<file path="config.mk">
export PLATFORM = sky130hd
export DESIGN_NAME = round_decode_poly_flat
export DESIGN_NICKNAME = d
export VERILOG_FILES = /design/src/rtl/round_decode_poly_pkg.sv /design/src/rtl/round_decode_poly_if.sv /design/src/rtl/round_decode_poly_coef.sv /design/src/rtl/round_decode_poly.sv /design/src/flat_wrapper.sv
export SDC_FILE = /design/constraint.sdc
export NUM_CORES = 1
export LEC_CHECK = 0
export CORE_AREA = 2 2 176 109
export CTS_CLUSTER_DIAMETER = 100
export CTS_CLUSTER_SIZE = 30
export DETAILED_ROUTE_END_ITERATION = 10
export DIE_AREA = 0 0 178 111
export GPL_TIMING_DRIVEN = 1
export PLACE_DENSITY = 0.7
export SETUP_SLACK_MARGIN = 0.1
export SYNTH_ARGS = -nofsm -noshare
export SYNTH_HDL_FRONTEND = slang
export SYNTH_SLANG_ARGS = --single-unit
</file>
<file path="constraint.sdc">
create_clock -name clk -period 5.2 [get_ports clk]
set_input_delay 1.04 -clock clk [delete_from_list [all_inputs] [get_ports clk]]
set_output_delay 1.04 -clock clk [all_outputs]
set_load 0.05 [all_outputs]
</file>
<file path="src/rtl/round_decode_poly_pkg.sv">
// Shared definitions for the rounded-polynomial decoder.
// State encoding, default widths and the sntrup modulus.
package round_decode_poly_pkg;

    localparam int DEF_W      = 13;
    localparam int DEF_ADDR_W = 10;
    localparam int SNTRUP_Q   = 4591;

    typedef enum logic [2:0] {
        S_IDLE  = 3'd0,
        S_FETCH = 3'd1,
        S_WAIT  = 3'd2,
        S_CALC  = 3'd3,
        S_WRITE = 3'd4,
        S_DONE  = 3'd5
    } state_e;

endpackage

</file>
<file path="src/rtl/round_decode_poly_if.sv">
// Control and RAM bus of the rounded-polynomial decoder.
// master = requester/RAM side, slave = decoder side.
interface round_decode_poly_if
    import round_decode_poly_pkg::*;
#(
    parameter int ADDR_W = DEF_ADDR_W,
    parameter int W      = DEF_W
);

    logic              start;
    logic [W-1:0]      q;
    logic [ADDR_W-1:0] p_len;
    logic              rd_en;
    logic [ADDR_W-1:0] rd_addr;
    logic [W-1:0]      rd_data;
    logic              wr_en;
    logic [ADDR_W-1:0] wr_addr;
    logic [W-1:0]      wr_data;
    logic              busy;
    logic              done;
    logic              err;

    modport master (
        output start, q, p_len, rd_data,
        input  rd_en, rd_addr, wr_en, wr_addr, wr_data,
        input  busy, done, err
    );

    modport slave (
        input  start, q, p_len, rd_data,
        output rd_en, rd_addr, wr_en, wr_addr, wr_data,
        output busy, done, err
    );

endinterface

</file>
<file path="src/rtl/round_decode_poly_coef.sv">
// Per-coefficient arithmetic: index r -> 3r - (q-1)/2 mod q.
// Holds the fetched index and the registered result.
module round_decode_coef
    import round_decode_poly_pkg::*;
#(
    parameter int W = DEF_W
) (
    input  logic         clk,
    input  logic         rst,
    input  logic         load_r,
    input  logic [W-1:0] r_in,
    input  logic         calc_en,
    input  logic [W-1:0] q,
    input  logic [W-1:0] limit,
    output logic [W-1:0] result,
    output logic         range_err
);

    logic [W-1:0] r_q, r_d;
    logic [W-1:0] res_q, res_d;
    logic [W+1:0] t;
    logic [W+1:0] h;
    logic [W+1:0] diff;

    // Datapath: triple the index, recentre by h, fold into [0,q).
    always_comb begin
        r_d       = r_q;
        res_d     = res_q;
        t         = {2'b00, r_q} + {1'b0, r_q, 1'b0};
        h         = {2'b00, (q - W'(1)) >> 1};
        diff      = t - h;
        range_err = (r_q > limit);
        if (load_r) begin
            r_d = r_in;
        end
        if (calc_en) begin
            if (range_err) begin
                res_d = '0;
            end else if (t >= h) begin
                res_d = diff[W-1:0];
            end else begin
                diff  = diff + {2'b00, q};
                res_d = diff[W-1:0];
            end
        end
    end

    // Index and result registers.
    always_ff @(posedge clk or posedge rst) begin
        if (rst) begin
            r_q   <= '0;
            res_q <= '0;
        end else begin
            r_q   <= r_d;
            res_q <= res_d;
        end
    end

    assign result = res_q;

endmodule

</file>
<file path="src/rtl/round_decode_poly.sv">
// Rounded-polynomial decoder: reads indices, writes coefficients.
// Four cycles per coefficient: FETCH, WAIT, CALC, WRITE.
module round_decode_poly
    import round_decode_poly_pkg::*;
#(
    parameter int ADDR_W = DEF_ADDR_W,
    parameter int W      = DEF_W
) (
    input  logic                clk,
    input  logic                rst,
    round_decode_poly_if.slave  bus
);

    state_e            state_q, state_d;
    logic [ADDR_W-1:0] idx_q, idx_d;
    logic [ADDR_W-1:0] plen_q, plen_d;
    logic [W-1:0]      q_q, q_d;
    logic [W-1:0]      limit_q, limit_d;
    logic              err_q, err_d;
    logic              load_r;
    logic              calc_en;
    logic [W-1:0]      result;
    logic              range_err;

    round_decode_coef #(
        .W (W)
    ) u_coef (
        .clk       (clk),
        .rst       (rst),
        .load_r    (load_r),
        .r_in      (bus.rd_data),
        .calc_en   (calc_en),
        .q         (q_q),
        .limit     (limit_q),
        .result    (result),
        .range_err (range_err)
    );

    // Next-state logic; limit (q-1)/3 is latched once at start.
    always_comb begin
        state_d = state_q;
        idx_d   = idx_q;
        plen_d  = plen_q;
        q_d     = q_q;
        limit_d = limit_q;
        err_d   = err_q;
        load_r  = 1'b0;
        calc_en = 1'b0;
        unique case (state_q)
            S_IDLE: begin
                if (bus.start) begin
                    q_d     = bus.q;
                    plen_d  = bus.p_len;
                    limit_d = (bus.q - W'(1)) / W'(3);
                    idx_d   = '0;
                    err_d   = 1'b0;
                    if (bus.p_len != '0) begin
                        state_d = S_FETCH;
                    end else begin
                        state_d = S_DONE;
                    end
                end
            end
            S_FETCH: begin
                state_d = S_WAIT;
            end
            S_WAIT: begin
                load_r  = 1'b1;
                state_d = S_CALC;
            end
            S_CALC: begin
                calc_en = 1'b1;
                if (range_err) begin
                    err_d = 1'b1;
                end
                state_d = S_WRITE;
            end
            S_WRITE: begin
                if (idx_q == plen_q - ADDR_W'(1)) begin
                    state_d = S_DONE;
                end else begin
                    idx_d   = idx_q + ADDR_W'(1);
                    state_d = S_FETCH;
                end
            end
            S_DONE: begin
                state_d = S_IDLE;
            end
            default: begin
                state_d = S_IDLE;
            end
        endcase
    end

    // Control and run-parameter registers.
    always_ff @(posedge clk or posedge rst) begin
        if (rst) begin
            state_q <= S_IDLE;
            idx_q   <= '0;
            plen_q  <= '0;
            q_q     <= '0;
            limit_q <= '0;
            err_q   <= 1'b0;
        end else begin
            state_q <= state_d;
            idx_q   <= idx_d;
            plen_q  <= plen_d;
            q_q     <= q_d;
            limit_q <= limit_d;
            err_q   <= err_d;
        end
    end

    // Outputs decoded from state; buses held at zero when idle.
    always_comb begin
        bus.rd_en   = 1'b0;
        bus.rd_addr = '0;
        bus.wr_en   = 1'b0;
        bus.wr_addr = '0;
        bus.wr_data = '0;
        bus.busy    = (state_q != S_IDLE);
        bus.done    = (state_q == S_DONE);
        bus.err     = err_q;
        if (state_q == S_FETCH) begin
            bus.rd_en   = 1'b1;
            bus.rd_addr = idx_q;
        end
        if (state_q == S_WRITE) begin
            bus.wr_en   = 1'b1;
            bus.wr_addr = idx_q;
            bus.wr_data = result;
        end
    end

endmodule

</file>
<file path="src/flat_wrapper.sv">
// flat-port wrapper written by rule: the top's interface ports become plain ports
module round_decode_poly_flat import round_decode_poly_pkg::*;
#(
    parameter int ADDR_W = DEF_ADDR_W,
    parameter int W      = DEF_W
)
  (clk, rst, bus_start, bus_q, bus_p_len, bus_rd_data, bus_rd_en, bus_rd_addr, bus_wr_en, bus_wr_addr, bus_wr_data, bus_busy, bus_done, bus_err);
  round_decode_poly_if #(.ADDR_W(ADDR_W), .W(W)) bus_i ();
  input  logic clk;
  input  logic rst;
  input wire logic [$bits(bus_i.start)-1:0] bus_start;
  input wire logic [$bits(bus_i.q)-1:0] bus_q;
  input wire logic [$bits(bus_i.p_len)-1:0] bus_p_len;
  input wire logic [$bits(bus_i.rd_data)-1:0] bus_rd_data;
  output wire logic [$bits(bus_i.rd_en)-1:0] bus_rd_en;
  output wire logic [$bits(bus_i.rd_addr)-1:0] bus_rd_addr;
  output wire logic [$bits(bus_i.wr_en)-1:0] bus_wr_en;
  output wire logic [$bits(bus_i.wr_addr)-1:0] bus_wr_addr;
  output wire logic [$bits(bus_i.wr_data)-1:0] bus_wr_data;
  output wire logic [$bits(bus_i.busy)-1:0] bus_busy;
  output wire logic [$bits(bus_i.done)-1:0] bus_done;
  output wire logic [$bits(bus_i.err)-1:0] bus_err;
  assign bus_i.start = bus_start;
  assign bus_i.q = bus_q;
  assign bus_i.p_len = bus_p_len;
  assign bus_i.rd_data = bus_rd_data;
  assign bus_rd_en = bus_i.rd_en;
  assign bus_rd_addr = bus_i.rd_addr;
  assign bus_wr_en = bus_i.wr_en;
  assign bus_wr_addr = bus_i.wr_addr;
  assign bus_wr_data = bus_i.wr_data;
  assign bus_busy = bus_i.busy;
  assign bus_done = bus_i.done;
  assign bus_err = bus_i.err;
  round_decode_poly #(.ADDR_W(ADDR_W), .W(W)) u_core (.clk(clk), .rst(rst), .bus(bus_i));
endmodule
</file>
==> results.yml <==
die:
  core-area_mm2: 0.0184
  ios: 77
  initial_utilization: 0.389
  die-width_um: 178
  std_cell_rows: 39
  die_height_um: 111
  die_area_mm2: 0.0198
cts:
  clk_latency_ps: 340
  clkTransAtPathRegs_ps: 60
  clock_path_buffers: 2
  cts_max_level: 3
  cts_tree: "done"
  cts-root-buf: "clkbuf_16"
  cts_num_sinks: 75
  cts_made_buffers: 9
global_routing:
  grt_pass1_vias: 6529
  grt_overflow_total: 0
  grt_start_max_net_pins: 49
  grt_util_all_layers: 0.211
  grt_pass1_wl_um: 33800
  antenna_found_initial: 1
min_path:
  worstHoldPathCells: 2
  min_to: "u_core.u_coef.result[8]"
  min_from: "u_core.u_coef.result[8]"
  min_path_type: "reg2reg"
outcome:
  violations: "negative setup slack"
  status: "finished, violations left"
critical_path:
  path_delay_family: "compound AO/OA/AOI/OAI gates"
  worst_path_max_delay_cell: "or4_4"
  r2r_cells: 21
  r2r_slack_ps: 470
  cp.required_ps: 5480
  crit_chain: "buf_2 -> or4_4 -> buf_4 -> or3_4 -> or2_4 -> a2111oi_2 -> or3_4 -> a32oi_4 -> and3_1 -> o32ai_2 -> a21oi_2 -> mux2i_2 -> nor3_1 -> a21o_1 -> ha_4 -> nor3b_4 -> a32o_1 -> a2111o_1 -> a221oi_2 -> a31o_1"
  crit_top_cell: "or3_4"
  worstReg2RegEnd: "u_core.u_coef.result[12]"
  start_kind: "primary input"
  crit_buf_inv: 2
  critPathCaptureType: "register"
  crit_fanout: 6
  r2r_start: "u_core.u_coef.r_q[1]"
  critPathKind: "in2reg"
  cpPeakStageDelay_ps: 540
  cp.arrival_ps: 5570
flow_run:
  cap_violations: 0
yosys:
  async_reset_ff_frac: 1.00
  synth_warnings: 0
  netlist_area_mm2: 0.00715
  synth_top_cells_by_count: "nand2_1, dfrtp_1, nor2_1"
  yosysSeqAreaShare: 0.263
  synth_edf_count: 0
  synthFlopType: "dfrtp_1"
  synthDistinctLibCells: 77
  ys_ff_latch: 75
  synth.most_common_cell: "nand2_1"
  ys_top_cells_by_area: "dfrtp_1, ha_1, nand2_1"
  synthCells: 892
  synth.top_cell.area_share: 0.263
  synth.largest_area_cell: "dfrtp_1"
  syn_nets: 989
  syn_area_per_cell_um2: 8.01
routing:
  num_vias: 6987
  wl_um: 20500
  via_per_inst: 5.37
  drt_first_iter_violations: 600
  first_pass_iters: 5
  wl_per_cell_um: 15.8
  postRouteAntennaNets: 0
  drcViolationCount: 0
sta:
  final_max_slew_viol_count: 0
  worstMarginPinSlew_ps: 1080
  finalCriticalPeriod_ps: 5300
  slew_headroom: 0.280
  max_freq_ghz: 0.189
  setup_tns_ps: -97.2
  finalWorstSetupSlack_ps: -97.2
  timing.final.crit_share: 1.02
  hold_viol_final: 0
  setup_viol: 1
  skew_ps: 7.93
  rsz0062_at_grt: "true"
finish:
  drive_gt1_frac: 0.211
  postLayoutCoreUtil: 0.521
  fin_cells: 1300
  stdcell_area_mm2: 0.00958
  multi_input_area_mm2: 0.00531
  n_antenna_cell: 0
  layout.nets: 1146
  synthToLayoutAreaGrowth_pct: 34.0
  fill_cells: 1718
  seq_area_mm2: 0.00188
placement:
  place_congestion: 0.969
  dp_cells: 1272
  place.port_buffers: 76
  dp_hpwl_um: 15900
  placed_area_mm2: 0.00883
-- state kept, by name, indices dropped and copies added, names as in the netlist --
signal                flops
u_core.idx_q             10
u_core.u_coef.r_q        13
u_core.limit_q           12
u_core.q_q               13
u_core.bus.err            1
u_core.u_coef.result     13
u_core.plen_q            10
u_core.state_q            3
-- worst max-delay path by stage --
stage | start | end | cells after the start | slack, ps
floorplan | bus_q[2] | u_core.limit_q[0] | 22 | -300
detailed placement | bus_q[6] | u_core.limit_q[0] | 20 | -860
CTS | bus_q[5] | u_core.limit_q[0] | 21 | -7
global placement | bus_q[6] | u_core.limit_q[0] | 21 | -890
finish | bus_q[6] | u_core.limit_q[0] | 20 | -100
global route | bus_q[6] | u_core.limit_q[0] | 20 | -250
-- layout by cell type, fill, tap and decap left out, types with 14 or more instances in the layout --
| cell type | n |
|---|---|
| inv_1 | 40 |
| ha_1 | 53 |
| o21ai_0 | 49 |
| mux2i_1 | 14 |
| nor3_1 | 18 |
| and2_1 | 35 |
| nand2_1 | 128 |
| clkdlybuf4s50_1 | 64 |
| nor2_1 | 60 |
| xnor2_1 | 39 |
| nand4_1 | 15 |
| buf_4 | 109 |
| xor2_1 | 33 |
| dfrtp_1 | 75 |
| a21oi_1 | 39 |
-- kinds of logic after synthesis --
kind of cell    Yosys count  synth area share
mux                      29            0.0434
buf+inv                  86            0.0504
flops                    75             0.263
fa+ha+maj                59             0.106
compound gates          203             0.192
simple gates            363             0.251
xor+xnor                 77            0.0943
-- area by class of cell --
cell class,count,area share
sequential,75,0.196
timing repair buffer,190,0.167
tap,246,0.0321
inverter,42,0.0165
clock buffer,10,0.0239
clock inverter,6,0.00928
multi-input combinational,731,0.555
-- repair_timing --
action	4_1_cts	5_1_grt
setup endpoints to repair	1	3
hold buffers	0	0
gates resized for setup	96	17
pin swaps	31	15
buffers inserted	10	2
-- metrics by stage --
step	setup WS (ps)	hold WS, ps
2_1_floorplan	-304	442
3_3_place_gp	-885	461
3_5_place_dp	-861	467
4_1_cts	-6.98	482
5_1_grt	-251	512
6_report	-97.2	476
-- layer usage --
metal / part of all wire / up-vias / track usage
li1: - / 3484 / -
met1: 0.52 / 3266 / 0.329
met2: 0.41 / 225 / 0.300
met3: 0.069 / 12 / 0.0487
met4: 0.0051 / 0 / 0.0251
met5: 0 / - / 0
-- tightest hold or removal path, cell delays in order (launching register included) --
cell and delay, ps:
dfrtp_1 340, nand2_1 40, o21ai_0 60
Power is left out: the tool's default activity adds up to more than one toggle a clock period on the data nets, which glitch-free logic cannot reach.
